[src/rtl/fnd_pkg.sv]
// Shared constants for the FND scan controller: segment fonts, converter FSM states, display limits.
package fnd_pkg;

  localparam int NUM_DIGITS = 4;
  localparam int MAX_VALUE  = 9999;
  localparam int BIN_W      = 14;
  localparam int BCD_W      = 4 * NUM_DIGITS;

  // Active-low {dp,g,f,e,d,c,b,a}, decimal point off
  localparam logic [7:0] FONT_0     = 8'hC0;
  localparam logic [7:0] FONT_1     = 8'hF9;
  localparam logic [7:0] FONT_2     = 8'hA4;
  localparam logic [7:0] FONT_3     = 8'hB0;
  localparam logic [7:0] FONT_4     = 8'h99;
  localparam logic [7:0] FONT_5     = 8'h92;
  localparam logic [7:0] FONT_6     = 8'h82;
  localparam logic [7:0] FONT_7     = 8'hF8;
  localparam logic [7:0] FONT_8     = 8'h80;
  localparam logic [7:0] FONT_9     = 8'h90;
  localparam logic [7:0] FONT_BLANK = 8'hFF;

  typedef enum logic [1:0] {
    ST_IDLE   = 2'd0,
    ST_CONV   = 2'd1,
    ST_UPDATE = 2'd2
  } conv_state_t;

  function automatic logic [7:0] font_of(input logic [3:0] d);
    logic [7:0] f;
    case (d)
      4'd0:    f = FONT_0;
      4'd1:    f = FONT_1;
      4'd2:    f = FONT_2;
      4'd3:    f = FONT_3;
      4'd4:    f = FONT_4;
      4'd5:    f = FONT_5;
      4'd6:    f = FONT_6;
      4'd7:    f = FONT_7;
      4'd8:    f = FONT_8;
      4'd9:    f = FONT_9;
      default: f = FONT_BLANK;
    endcase
    return f;
  endfunction

endpackage

[src/rtl/bin2bcd_seq.sv]
// Sequential shift-add-3 binary-to-BCD converter; saturates inputs above 9999 and
// spends one shift per input bit, then raises done for a single UPDATE cycle.
module bin2bcd_seq
  import fnd_pkg::*;
#(
  parameter int DATA_W = 14
) (
  input  logic              clk,
  input  logic              rst_n,
  input  logic              start,
  input  logic [DATA_W-1:0] value,
  output logic              busy,
  output logic              done,
  output logic [BCD_W-1:0]  bcd
);

  conv_state_t       state;
  conv_state_t       state_next;
  logic [BIN_W-1:0]  bin;
  logic [3:0]        cnt;
  logic [BCD_W-1:0]  bcd_adj;

  function automatic logic [BIN_W-1:0] saturate(input logic [DATA_W-1:0] v);
    if (32'(v) > 32'(MAX_VALUE)) return BIN_W'(MAX_VALUE);
    return BIN_W'(v);
  endfunction

  function automatic logic [BCD_W-1:0] add3(input logic [BCD_W-1:0] b);
    logic [BCD_W-1:0] r;
    r = b;
    for (int i = 0; i < NUM_DIGITS; i++) begin
      if (b[4*i +: 4] >= 4'd5) r[4*i +: 4] = b[4*i +: 4] + 4'd3;
    end
    return r;
  endfunction

  always_ff @(posedge clk or negedge rst_n) begin
    if (!rst_n) state <= ST_IDLE;
    else        state <= state_next;
  end

  always_comb begin
    state_next = state;
    case (state)
      ST_IDLE:   if (start) state_next = ST_CONV;
      ST_CONV:   if (cnt == 4'(BIN_W - 1)) state_next = ST_UPDATE;
      ST_UPDATE: state_next = ST_IDLE;
      default:   state_next = ST_IDLE;
    endcase
  end

  assign busy    = (state != ST_IDLE);
  assign done    = (state == ST_UPDATE);
  assign bcd_adj = add3(bcd);

  always_ff @(posedge clk or negedge rst_n) begin
    if (!rst_n) begin
      bin <= '0;
      bcd <= '0;
      cnt <= '0;
    end else if (state == ST_IDLE && start) begin
      bin <= saturate(value);
      bcd <= '0;
      cnt <= '0;
    end else if (state == ST_CONV) begin
      bcd <= {bcd_adj[BCD_W-2:0], bin[BIN_W-1]};
      bin <= {bin[BIN_W-2:0], 1'b0};
      cnt <= cnt + 4'd1;
    end
  end

endmodule

[src/rtl/fnd_scan_controller.sv]
// 4-digit common-anode FND driver: handshake value capture, BCD conversion, digit scanning.
// Optional leading-zero blanking is enabled by defining FND_LEADING_ZERO_BLANK_EN.
module fnd_scan_controller
  import fnd_pkg::*;
#(
  parameter int CLK_HZ  = 100_000_000,
  parameter int SCAN_HZ = 1000,
  parameter int DATA_W  = 14
) (
  input  logic              i_clk,
  input  logic              i_reset_n,
  input  logic              i_valid,
  input  logic [DATA_W-1:0] i_value,
  input  logic [3:0]        i_dp,
  output logic              o_ready,
  output logic [3:0]        o_fnd_com,
  output logic [7:0]        o_fnd_font
);

  localparam int DIV = CLK_HZ / SCAN_HZ;
  localparam int PW  = (DIV > 1) ? $clog2(DIV) : 1;

  logic                  busy;
  logic                  done;
  logic                  ready;
  logic [BCD_W-1:0]      conv_bcd;
  logic [BCD_W-1:0]      disp_bcd;
  logic [NUM_DIGITS-1:0] dp_hold;
  logic [NUM_DIGITS-1:0] disp_dp;
  logic [NUM_DIGITS-1:0] blank;
  logic [PW-1:0]         presc;
  logic                  tick;
  logic [1:0]            pos;
  logic [1:0]            new_pos;
  logic [3:0]            digit;
  logic [7:0]            seg;

  assign ready   = ~busy;
  assign o_ready = ready;

  bin2bcd_seq #(.DATA_W(DATA_W)) u_conv (
    .clk   (i_clk),
    .rst_n (i_reset_n),
    .start (i_valid),
    .value (i_value),
    .busy  (busy),
    .done  (done),
    .bcd   (conv_bcd)
  );

  // Display register swaps in one edge so a scan slot never sees a half-updated value
  always_ff @(posedge i_clk or negedge i_reset_n) begin
    if (!i_reset_n) begin
      dp_hold  <= '0;
      disp_dp  <= '0;
      disp_bcd <= '0;
    end else begin
      if (i_valid && ready) dp_hold <= i_dp;
      if (done) begin
        disp_bcd <= conv_bcd;
        disp_dp  <= dp_hold;
      end
    end
  end

`ifdef FND_LEADING_ZERO_BLANK_EN
  always_comb begin
    blank    = '0;
    blank[3] = (disp_bcd[15:12] == 4'd0);
    blank[2] = blank[3] && (disp_bcd[11:8] == 4'd0);
    blank[1] = blank[2] && (disp_bcd[7:4] == 4'd0);
  end
`else
  assign blank = '0;
`endif

  assign tick    = (presc == PW'(DIV - 1));
  assign new_pos = pos + 2'd1;
  assign digit   = disp_bcd[{new_pos, 2'b00} +: 4];
  assign seg     = blank[new_pos] ? FONT_BLANK : font_of(digit);

  always_ff @(posedge i_clk or negedge i_reset_n) begin
    if (!i_reset_n) begin
      presc      <= '0;
      pos        <= '0;
      o_fnd_com  <= 4'b1111;
      o_fnd_font <= FONT_BLANK;
    end else begin
      presc <= tick ? '0 : presc + PW'(1);
      if (tick) begin
        pos        <= new_pos;
        o_fnd_com  <= ~(4'b0001 << new_pos);
        o_fnd_font <= {~disp_dp[new_pos], seg[6:0]};
      end
    end
  end

endmodule

[config.mk]
export PLATFORM = sky130hd
export DESIGN_NAME = fnd_scan_controller
export DESIGN_NICKNAME = d
export VERILOG_FILES = /design/src/rtl/fnd_pkg.sv /design/src/rtl/bin2bcd_seq.sv /design/src/rtl/fnd_scan_controller.sv
export SDC_FILE = /design/constraint.sdc
export NUM_CORES = 1
export LEC_CHECK = 0
export CELL_PAD_IN_SITES_DETAIL_PLACEMENT = 2
export CELL_PAD_IN_SITES_GLOBAL_PLACEMENT = 2
export CORE_ASPECT_RATIO = 1.4
export CORE_UTILIZATION = 41
export CTS_BUF_LIST = sky130_fd_sc_hd__clkbuf_4
export CTS_CLUSTER_SIZE = 10
export DETAILED_ROUTE_END_ITERATION = 8
export PLACE_DENSITY_LB_ADDON = 0.1
export SYNTH_ARGS = -nofsm -noshare
export SYNTH_HDL_FRONTEND = slang
export SYNTH_SLANG_ARGS = --single-unit
[constraint.sdc]
create_clock -name i_clk -period 2.9 [get_ports i_clk]
set_clock_uncertainty 0.2 [all_clocks]
set_input_delay 0.87 -clock i_clk [delete_from_list [all_inputs] [get_ports i_clk]]
set_output_delay 0.87 -clock i_clk [all_outputs]
set_load 0.02 [all_outputs]
# Word level (Yosys, flattened, before mapping)
# Memory sizes are Yosys's and may differ from the RTL's. A register that Yosys moved wholly into a read port is not among the register bits.
# Cells that the tools add are included.
# word_totals
ff_bits	91
latch_bits	0
ramBits	0
romBits	112
in_bits	21
out_inout_bits	13
n_memories	1
# op_classes
addsub	7
multipliers	0
n_div	0
n_lt_le_gt_ge	6
n_eq_ne	6
n_shift	2
muxes	23
n_bitwise	3
reduce_logical	7
# mem_list
memory	depth	width	read_ports	rd_ports_with_merged_regs	wr	line_no	source
(no name shown)	16	7	1	1	0	fnd_pkg.sv:30	case (d)
# ops
cell	count
$mux W14	4
$mux W16	2
$mux W4	5
$add A17 B1 Y17 const B	1
$eq A17 B17 Y1 const B	1
$mux W17	1
$ge A4 B3 Y1 const B	4
$shiftx A16 B5 Y4	1
$gt A14 B14 Y1 const B	1
$add A4 B2 Y4 const B	3
$mux W7	1
$add A4 B1 Y4 const B	1
$bmux W1 S2	2
$eq A4 B4 Y1 const B	1
$mux W1	4
$mux W2	2
$not A4 Y4	1
$pmux W2 S2	1
$reduce_bool A2 Y1	2
$shl A1 B2 Y4 const A	1
$add A3 B2 Y3 const B	1
$lt A2 B3 Y1 const B	1
$mux W3	1
$add A2 B1 Y2 const B	1
9 further kinds	11

# Depth between registers and ports, before layout
# Gate-level depths: netlist (run 1).
# depth
word_depth	5
ltp_mapped	9
mapped_depth_nobuf	8

# Modules after synthesis
# A second synthesis (run 1) with hierarchy kept.
# unflattened
cells_unflattened	412
hier_area_um2	4503.1
# modules_own_cells
module	instances	cells_each	area_each_um2
fnd_scan_controller	1	216	2626.3
bin2bcd_seq	1	196	1876.8

# Worst setup path before layout (run 1)
# No wires, ideal clock.
# synth_timing
path_type	register to register
start	register pos[0]
end	register o_fnd_font[3]
t_arrival_ns	2.107
required_ns	2.621
slack_ns	0.513
path_stages_with_launch	10
synth_period_minus_slack_ns	2.387
path_cell_list	dfrtp_1 -> buf_6 -> inv_1 -> ha_1 -> mux4_2 -> inv_1 -> ha_1 -> or2_1 -> a21o_1 -> a22o_1
# synth_between
elab_chain_len	2
# synth_rtl
item	line_no	source
start: declaration	fnd_scan_controller.sv:33	logic [1:0] pos;
start signal: assignment	fnd_scan_controller.sv:91	pos <= new_pos;
$add A2 B1 Y2	fnd_scan_controller.sv:78	assign new_pos = pos + 2'd1;
via new_pos[0]	fnd_scan_controller.sv:34	logic [1:0] new_pos;
$shiftx A16 B5 Y4	fnd_scan_controller.sv:79	assign digit = disp_bcd[{new_pos, 2'b00} +: 4];
end: declaration	fnd_scan_controller.sv:17	output logic [7:0] o_fnd_font
# The timed path passes the listed nets, and every way through them passes these cells.
# A chain may end at the register's enable or synchronous reset.

# Worst setup path after layout (run 1)
# layout_timing
start	register u_conv.state[0]
end	output port o_ready
# layout_between
elab_chain_len	2
# layout_rtl
item	line_no	source
start: declaration	bin2bcd_seq.sv:17	conv_state_t state;
start signal: assignment	bin2bcd_seq.sv:39	else state <= state_next;
$reduce_bool A2 Y1	bin2bcd_seq.sv:52	assign busy = (state != ST_IDLE);
$not A1 Y1	fnd_scan_controller.sv:38	assign ready = ~busy;
end: declaration	fnd_scan_controller.sv:15	output logic o_ready,
# Every way passes these cells.

==> results by group, run 1 <==
Clocking
  – TritonCTS clock tree: yes
  – Clk Latency, worst-skew pair: 0.47 ns
  – Post-CTS Setup Bufs: 0
  – CTS Buf Count: 9
  – Root Buffer: clkbuf_4
  – H-tree levels: 3
  – Maximum buffer depth of the clock tree: 2
  – Clock Sinks: 91
  – CTS clk-pin slew, worst paths: 0.15 ns

Global routing
  – Initial antenna violation count: 0
  – Vias in the first global route: 3729
  – Largest net degree at the start of global routing: 53
  – Gr usage total: 21.1%
  – First-pass GRT wire length: 18.6 mm
  – GRT overflow: 0

STA
  – Slew at the pin with the worst max-slew slack: 0.844 ns
  – Endpoints failing hold: 0
  – Peak Freq: 367 MHz
  – RSZ-0062 raised after global routing: false
  – Setup TNS Final: 0 ns
  – Fin. max-slew vios: 0
  – Hold slack: 0.273 ns
  – Minimum clock period after layout: 2.73 ns
  – Rel. slew slack: 43.6%
  – Final setup viols: 0
  – Final Cycle Share: 94.0%

Cells and area
  – Most common cell after layout, fill and taps aside: dfrtp_1
  – Layout area overhead: 14.8%
  – Register area: 2290 um^2
  – Cell Count, Final, Fillers Out: 579
  – Multi-input gate area: 2010 um^2
  – Final core occ: 48.8%
  – Inserted Diodes: 0
  – Fill cells: 1088
  – Share of cells above drive strength 1: 16.8%
  – Commonest non-fill, non-tap cells in the layout: 79 x dfrtp_1, 45 x nand2_1, 32 x clkdlybuf4s50_1
  – Final net count: 477

Detailed routing
  – DRT Pass-1 Iters: 4
  – WL/cell: 18.7 um
  – DRT iter0 DRCs: 94
  – Vias: 3201
  – Routed Antenna Nets: 0
  – Drc violations: 0
  – Avg Vias per Cell: 5.53
  – Final WL: 10.8 mm

Placement
  – RD Place Congestion: 0.749
  – Port Buffers: 33
  – Detailed placement HPWL: 8.05 mm
  – Placed cells: 562

Hold path
  – Hold Crit Class: register to register
  – Hold Crit Depth: 2

Setup path
  – Crit path largest cell delay: 0.61 ns
  – Worst path cell trace: nor2_1, clkdlybuf4s50_1
  – CP Class: register to primary output
  – Arrival @ worst endpoint: 1.66 ns
  – Stages on the worst setup path: 2
  – Top delay family on crit path: buffers and inverters
  – R2R cell count: 8
  – CP bufs+invs: 1
  – Slowest-stage cell, CP: clkdlybuf4s50_1
  – WP data required: 1.83 ns
  – Endpoint class of the critical path: primary output
  – Worst-path fanout max: 6
  – Startpoint Class: register

Synthesis
  – Yosys reg bits: 91
  – Top_reg_cell synth: dfrtp_1
  – Simple logic cell fraction of the synthesized area: 13.8%
  – Syn Area/Cell: 11.1 um^2
  – Synthesized Nets: 440
  – Compound-gate portion of the synthesized area: 12.7%
  – XOR/XNOR Fraction of Synth Area: 4.14%
  – Part of the Yosys area used for sequential elements: 51.5%
  – Post-synth EDFFs: 0
  – Ys Warns: 0
  – Unique masters post-synth: 53
  – Synth Area in Adders: 5.63%
  – Largest family of logic cells by synthesized area: simple AND/OR/NAND/NOR gates
  – Mapped Cells: 399
  – Synthesized area: 4450 um^2
  – Asr flop ratio synth: 100%
  – Multiplexer share of the synthesized area: 9.00%

Outcome
  – Status: finished, final reports clean

Power and ir drop
  – Pwr per Cell Area: 828 nW/um^2
  – Tot Pwr: 4.23 mW
  – VDD IR max: 0.449 mV
  – Leakage: 2.21 nW

Floorplan
  – Die area: 11300 um^2
  – Initial Util: 42.5%
  – Die W: 90.0 um
  – Core footprint: 10500 um^2
  – Die Height: 125 um
  – IO Pins: 34
  – # rows: 44

Run
  – Max_cap viols: 0
[layout make-up]
class	count	share of cell area, %
timing repair buffer	44	8.34
sequential	91	44.9
clock inverter	7	1.50
tap	138	3.38
clock buffer	9	1.32
multi-input combinational	275	39.4
inverter	15	1.10
[where the power goes]
part / internal [mW] / switching, mW / total (mW)
registers: 1.64 / 0.318 / 1.96
clock network: 0.267 / 0.465 / 0.732
logic: 0.709 / 0.830 / 1.54
[flip-flops by register name, summed over array words and instances, names as in the netlist]
| signal | flops |
|---|---|
| presc | 17 |
| disp_bcd | 16 |
| u_conv.bcd | 16 |
| u_conv.bin | 14 |
| o_fnd_font | 8 |
| disp_dp | 4 |
| dp_hold | 4 |
| o_fnd_com | 4 |
| u_conv.cnt | 4 |
| pos | 2 |
| u_conv.state | 2 |
[cell families (layout without fill, tap and decap cells)]
logic type	count (synthesis)	in the layout
DFF	91	91
xor gates and xnor gates	21	21
muxes	30	30
adders and majority gates	20	20
buffers and inverters	33	75
AOI/OAI and AO/OA	86	86
and+or+nand+nor	118	118
[path summary, 6_finish.rpt]
path / from / to / slack (ns)
min in group asynchronous: i_reset_n / presc[15]$_DFF_PN0_ / 0.56
setup / recovery: u_conv.state[0]$_DFFE_PN0P_ / o_ready / 0.17
hold / removal: o_fnd_font[4]$_DFFE_PN1N_ / o_fnd_font[4]$_DFFE_PN1N_ / 0.27
hold reg to reg: o_fnd_font[4]$_DFFE_PN1N_ / o_fnd_font[4]$_DFFE_PN1N_ / 0.27
max in group asynchronous: i_reset_n / o_fnd_com[0]$_DFFE_PN1N_ / 1.26
setup reg to reg: pos[1]$_DFFE_PN0N_ / o_fnd_font[5]$_DFFE_PN1N_ / 0.39
[layer usage]
| metal | part of all wire (%) | vias to the layer above | GRT usage [%] | wire (um) |
|---|---|---|---|---|
| li1 | - | 1493 | - | - |
| met1 | 38 | 1666 | 21.4 | 4150 |
| met2 | 58 | 32 | 42.5 | 6330 |
| met3 | 1.9 | 10 | 3.95 | 205 |
| met4 | 1.3 | 0 | 6.55 | 141 |
| met5 | 0 | - | 0 | 0 |
[metrics by stage]
step	setup WS [ns]	cell area (um^2)
6_report	0.173	5100
5_1_grt	0.0631	5100
4_1_cts	0.127	5100
3_5_place_dp	0.0943	4950
3_3_place_gp	0.150	4950
2_1_floorplan	0.513	4450
[synth_stat cells, types with 11 or more instances]
| library cell | n | area, um^2 |
|---|---|---|
| dfrtp_1 | 79 | 1980 |
| nand2_1 | 45 | 169 |
| o21ai_0 | 29 | 145 |
| mux2_2 | 24 | 270 |
| nand3_1 | 21 | 105 |
| ha_1 | 20 | 250 |
| nor2_1 | 16 | 60.1 |
| inv_1 | 15 | 56.3 |
| a21oi_1 | 13 | 65.1 |
| dfstp_2 | 12 | 315 |
| clkbuf_1 | 11 | 41.3 |
| xor2_1 | 11 | 96.3 |
[repair_timing]
action,in CTS,in global routing
endpoints found under the hold margin,8,0
resized for setup,0,0
hold buffers,1,0
[worst register-to-register path: stages (launching register included)]
cell and delay, ns:
dfrtp_1 0.40, inv_1 0.09, ha_1 0.43, mux4_2 0.46
inv_1 0.16, ha_1 0.18, nor2_1 0.06, a211o_1 0.29
a22o_1 0.20
Power figures use the tool's default switching activity.
==> run 2, diff against run 1 <==
Settings changed: CAP_MARGIN set to 20, CORE_MARGIN set to 5, CTS_CLUSTER_SIZE 10 to unset.
==> run 2 against run 1 <==
Maximum frequency increased by 0.48%; first-iteration DRC count decreased by 46%; sequential cell count unchanged; design area decreased by 0.29%; count of clock-buffer cells in the layout increased by 1; critical path depth unchanged; final cell count increased by 0.52%; clock power decreased by 2%; routed wire length decreased by 3.8%; total power decreased by 1.5%; via count increased by 0.19%.
==> results by group, run 2 (synthesis gave the netlist of run 1 again) <==
Outcome
  – Status: finished, final reports clean

STA
  – Minimum clock period after layout: 2.71 ns (-0.0131 ns)
  – Endpoints failing hold: 0 (unchanged)
  – Final Cycle Share: 93.6% (-0.45 points)
  – Fin. max-slew vios: 0 (unchanged)
  – Final setup viols: 0 (unchanged)
  – RSZ-0062 raised after global routing: false
  – Setup TNS Final: 0 ns (unchanged)
  – Hold slack: 0.161 ns (-0.113 ns)
  – Rel. slew slack: 39.1% (-4.5 points)
  – Slew at the pin with the worst max-slew slack: 0.910 ns (+0.0666 ns)
  – Peak Freq: 368 MHz (+0.48%)

Detailed routing
  – Final WL: 10.4 mm (-3.8%)
  – WL/cell: 17.9 um (-4.2%)
  – Avg Vias per Cell: 5.51 (-0.33%)
  – Routed Antenna Nets: 0 (unchanged)
  – DRT iter0 DRCs: 51 (-46%)
  – DRT Pass-1 Iters: 4 (unchanged)
  – Vias: 3207 (+0.19%)
  – Drc violations: 0 (unchanged)

Setup path
  – R2R cell count: 8 (unchanged)
  – Crit path largest cell delay: 0.61 ns (about the same)
  – Arrival @ worst endpoint: 1.64 ns (-0.02 ns)
  – CP Class: register to primary output
  – Startpoint Class: register
  – Endpoint class of the critical path: primary output
  – Worst-path fanout max: 6 (unchanged)
  – Worst path cell trace: nor2_1, clkdlybuf4s50_1
  – WP data required: 1.83 ns (about the same)
  – Slowest-stage cell, CP: clkdlybuf4s50_1

Floorplan
  – # rows: 45 (+2.3%)
  – IO Pins: 34 (unchanged)
  – Core footprint: 10800 um^2 (+2.8%)
  – Die area: 13100 um^2 (+16%)
  – Die Height: 133 um (+6.4%)
  – Die W: 98.0 um (+8.9%)
  – Initial Util: 41.3% (-1.2 points)

Cells and area
  – Largest registers: presc x17, disp_bcd x16, u_conv.bcd x16
  – Commonest non-fill, non-tap cells in the layout: 79 x dfrtp_1, 45 x nand2_1, 32 x clkdlybuf4s50_1
  – Max reg flops: 17 (unchanged)
  – Most common cell after layout, fill and taps aside: dfrtp_1
  – Final Cell Area: 5090 um^2 (-0.29%)
  – Inserted Diodes: 0 (unchanged)
  – Final core occ: 47.3% (-1.5 points)
  – Final net count: 477 (unchanged)
  – Share of cells above drive strength 1: 16.8% (unchanged)
  – Top reg by flops: presc
  – Layout area overhead: 14.4%

Global routing
  – First-pass GRT wire length: 17.9 mm (-3.7%)
  – Vias in the first global route: 3665 (-1.7%)
  – GRT overflow: 0 (unchanged)
  – Initial antenna violation count: 0 (unchanged)
  – Gr usage total: 17.2% (-3.9 points)
  – Largest net degree at the start of global routing: 40 (-25%)

Hold path
  – Hold Crit Class: primary input to async pin

Placement
  – Area after DPL: 4950 um^2 (about the same)
  – RD Place Congestion: 0.751 (+0.24%)
  – Port Buffers: 33 (unchanged)
  – Detailed placement HPWL: 7.92 mm (-1.7%)

Power and ir drop
  – Leakage: 2.21 nW (+0.11%)
  – Pwr per Cell Area: 818 nW/um^2 (-1.2%)
  – VDD IR max: 0.622 mV (+38%)

Clocking
  – Cts hold-fix bufs: 0 (-1)
  – Clock Sinks: 91 (unchanged)
  – CTS clk-pin slew, worst paths: 0.15 ns (about the same)
  – Post-CTS sizing: 0 (unchanged)
  – Maximum buffer depth of the clock tree: 2 (unchanged)
  – CTS Buf Count: 9 (unchanged)
  – Post-CTS Setup Bufs: 0 (unchanged)
  – Root Buffer: clkbuf_4
  – Clk Latency, worst-skew pair: 0.45 ns (-0.02 ns)
  – H-tree levels: 3 (unchanged)
  – TritonCTS clock tree: yes

Run
  – Max_cap viols: 0 (unchanged)
==> run 2: cell types whose count changed in the layout (fill, tap and decap cells not counted), sizes merged <==
cell,change
buf,+1
clkbuf,+1
clkinv,+1
clkinvlp,-2
dlygate4sd3,-1
==> run 2: area by class of cell <==
class                   count  area (um^2)
clock inverters             6         65.1
inverters                  15         56.3
multi-input cells         275         2010
flip-flops and latches     91         2290
well taps                 141          176
repair buffers             44          410
fillers                  1140         5670
clock buffers              10         75.1
==> run 2: final timing paths <==
check	slack [ns]	start	endpoint
setup / recovery	0.19	u_conv.state[0]$_DFFE_PN0P_	o_ready
hold reg to reg	0.28	o_fnd_font[4]$_DFFE_PN1N_	o_fnd_font[4]$_DFFE_PN1N_
hold / removal	0.16	i_reset_n	presc[11]$_DFF_PN0_
min in group i_clk	0.28	o_fnd_font[4]$_DFFE_PN1N_	o_fnd_font[4]$_DFFE_PN1N_
max in group asynchronous	1.63	i_reset_n	o_fnd_font[6]$_DFFE_PN1N_
setup reg to reg	0.43	pos[1]$_DFFE_PN0N_	o_fnd_font[3]$_DFFE_PN1N_
==> run 2: metrics by stage <==
stage,power [mW],setup slack (ns),instances
CTS,4.25,0.134,582
finish,4.16,0.186,582
global route,4.51,0.0397,582
detailed placement,3.52,0.116,566
global placement,3.39,0.141,566
floorplan,3.02,0.513,399
==> run 2: per-layer routing <==
layer | global-route usage [%] | routed length, um | vias to the layer above
met1 | 17.9 | 3970 | 1669
li1 | - | - | 1488
met5 | 0 | 0 | -
met4 | 6.62 | 211 | 0
met3 | 3.67 | 250 | 12
met2 | 33.2 | 5990 | 38
==> run 2: power breakdown <==
part           internal [mW]  leakage, nW  switching (mW)
logic                  0.703         1.01           0.800
registers               1.64         1.13           0.305
clock network          0.275       0.0784           0.444
total                   2.62         2.21            1.55
==> run 2: critical path: cells and delay by family (launching register included) <==
| family | cells | cell delay (ns) |
|---|---|---|
| flip-flops | 1 | 0.47 |
| AND/OR/NAND/NOR | 1 | 0.13 |
| buffers and inverters | 1 | 0.61 |
==> run 3, diff against run 2 <==
Settings changed: CORE_UTILIZATION 41 to 44, DONT_BUFFER_PORTS set to 1.
==> run 3 against run 2 <==
Routed wire length shrank 1.7%; design area down 6.5%; critical path depth grew 6; sequential power barely moved; non-clock buffer count shrank 36; register-to-register slack got worse by 0.02 ns; combinational power about the same; largest power group unchanged.
==> results by group, run 3 (synthesis gave the netlist of run 1 again) <==
Global routing
  – Largest net degree at the start of global routing: 80 (+100%)
  – Vias in the first global route: 3562 (-2.8%)
  – GRT overflow: 0 (unchanged)
  – Gr usage total: 18.5% (+1.2 points)
  – First-pass GRT wire length: 17.5 mm (-2.4%)
  – Initial antenna violation count: 1 (+1)

Floorplan
  – # rows: 43 (-4.4%)
  – Die Height: 129 um (-3.2%)
  – Initial Util: 44.9% (+3.6 points)
  – IO Pins: 34 (unchanged)
  – Core footprint: 9900 um^2 (-7.9%)
  – Die W: 95.0 um (-3.1%)
  – Die area: 12200 um^2 (-6.2%)

Detailed routing
  – Final WL: 10.2 mm (-1.7%)
  – WL/cell: 18.9 um (+5.8%)
  – DRT iter0 DRCs: 42 (-18%)
  – DRT Pass-1 Iters: 4 (unchanged)
  – Drc violations: 0 (unchanged)
  – Vias: 3082 (-3.9%)
  – Routed Antenna Nets: 0 (unchanged)
  – Avg Vias per Cell: 5.70 (+3.4%)

Cells and area
  – Max reg flops: 17 (unchanged)
  – Cell Count, Final, Fillers Out: 541 (-7.0%)
  – Fill cells: 1054 (-7.5%)
  – Share of cells above drive strength 1: 17.0% (+0.26 points)
  – Largest registers: presc x17, disp_bcd x16, u_conv.bcd x16
  – Final net count: 441 (-7.5%)
  – Layout area overhead: 7.03%
  – Top reg by flops: presc
  – Commonest non-fill, non-tap cells in the layout: 79 x dfrtp_1, 45 x nand2_1, 29 x o21ai_0
  – Most common cell after layout, fill and taps aside: dfrtp_1

Clocking
  – Cts hold-fix bufs: 2 (+2)
  – Post-CTS sizing: 0 (unchanged)
  – H-tree levels: 3 (unchanged)
  – Clk Latency, worst-skew pair: 0.45 ns (about the same)
  – Maximum buffer depth of the clock tree: 2 (unchanged)
  – TritonCTS clock tree: yes
  – CTS clk-pin slew, worst paths: 0.15 ns (about the same)
  – CTS Buf Count: 9 (unchanged)
  – Root Buffer: clkbuf_4
  – Post-CTS Setup Bufs: 0 (unchanged)
  – Clock Sinks: 91 (unchanged)

Power and ir drop
  – Leakage: 2.08 nW (-6.1%)
  – Pwr per Cell Area: 874 nW/um^2 (+6.8%)
  – VDD IR max: 0.418 mV (-33%)

Outcome
  – Status: finished, final reports clean

Setup path
  – CP bufs+invs: 2 (+1)
  – Top delay family on crit path: adder cells
  – Crit path largest cell delay: 0.44 ns (-0.17 ns)
  – Arrival @ worst endpoint: 2.69 ns (+1.05 ns)
  – Reg-to-reg slack, setup: 0.41 ns (-0.02 ns)
  – Startpoint Class: register
  – WP data required: 3.10 ns (+1.27 ns)
  – Worst path cell trace: inv_1, ha_1, mux4_2, inv_1, ha_1, nor2_1, a211o_1, a22o_1
  – Worst-path fanout max: 6 (unchanged)
  – Slowest-stage cell, CP: mux4_2
  – CP Class: register to register
  – Endpoint class of the critical path: register

STA
  – Fin. max-slew vios: 0 (unchanged)
  – Setup TNS Final: 0 ns (unchanged)
  – Endpoints failing hold: 0 (unchanged)
  – Minimum clock period after layout: 2.49 ns (-0.229 ns)
  – Slew at the pin with the worst max-slew slack: 0.863 ns (-0.0476 ns)
  – Final setup viols: 0 (unchanged)
  – Peak Freq: 402 MHz (+9.2%)
  – Rel. slew slack: 42.3% (+3.2 points)
  – Final Cycle Share: 85.7% (-7.9 points)
  – RSZ-0062 raised after global routing: false

Run
  – Max_cap viols: 0 (unchanged)

Placement
  – Detailed placement HPWL: 7.49 mm (-5.4%)
  – Placed cells: 522 (-7.8%)
  – RD Place Congestion: 0.737 (-1.9%)
  – Port Buffers: 0 (-100%)

Hold path
  – Hold Crit Class: primary input to async pin
[run 3: path summary, 6_finish.rpt]
path                                       startpoint                         to  cells after the start
max in group asynchronous                   i_reset_n  o_fnd_font[6]$_DFFE_PN1N_                      1
setup reg to reg                   pos[1]$_DFFE_PN0N_  o_fnd_font[5]$_DFFE_PN1N_                      8
min in group i_clk         u_conv.bin[13]$_DFFE_PN0P_  u_conv.bcd[0]$_DFFE_PN0P_                      2
hold / removal                              i_reset_n        presc[13]$_DFF_PN0_                      1
hold reg to reg            u_conv.bin[13]$_DFFE_PN0P_  u_conv.bcd[0]$_DFFE_PN0P_                      2
setup / recovery                   pos[1]$_DFFE_PN0N_  o_fnd_font[5]$_DFFE_PN1N_                      8
[run 3: report_power, final]
group / internal, mW / total, mW / switching, mW / leakage (nW)
Sequential: 1.64 / 1.95 / 0.313 / 1.13
Combinational: 0.671 / 1.47 / 0.804 / 0.877
Clock: 0.269 / 0.734 / 0.464 / 0.0746
[run 3: through the flow]
step	util, %	setup WS [ns]	total power, mW	instance area [um^2]	hold slack (ns)
global placement	46.2	0.491	3.31	4580	0.259
global route	48.1	0.276	4.49	4760	0.0560
detailed placement	46.2	0.400	3.45	4580	0.279
CTS	48.1	0.379	4.24	4760	0.0575
floorplan	-	0.513	3.02	4450	0.239
finish	48.1	0.415	4.16	4760	0.0828
[run 3: final cells by class]
class / instances / area, um^2 / share of cell area (%)
Antenna cell: 1 / 2.50 / 0.0526
Clock buffer: 9 / 67.6 / 1.42
Clock inverter: 7 / 76.3 / 1.60
Inverter: 15 / 56.3 / 1.18
Multi-Input combinational cell: 275 / 2010 / 42.3
Sequential cell: 91 / 2290 / 48.2
Tap cell: 135 / 169 / 3.55
Timing Repair Buffer: 8 / 82.6 / 1.74
[run 3: routing by layer]
metal	routed length (um)	vias to the layer above	global-route usage (%)
li1	-	1426	-
met1	3970	1605	19.4
met2	5760	40	34.9
met3	340	11	4.39
met4	165	0	6.97
met5	0	-	0
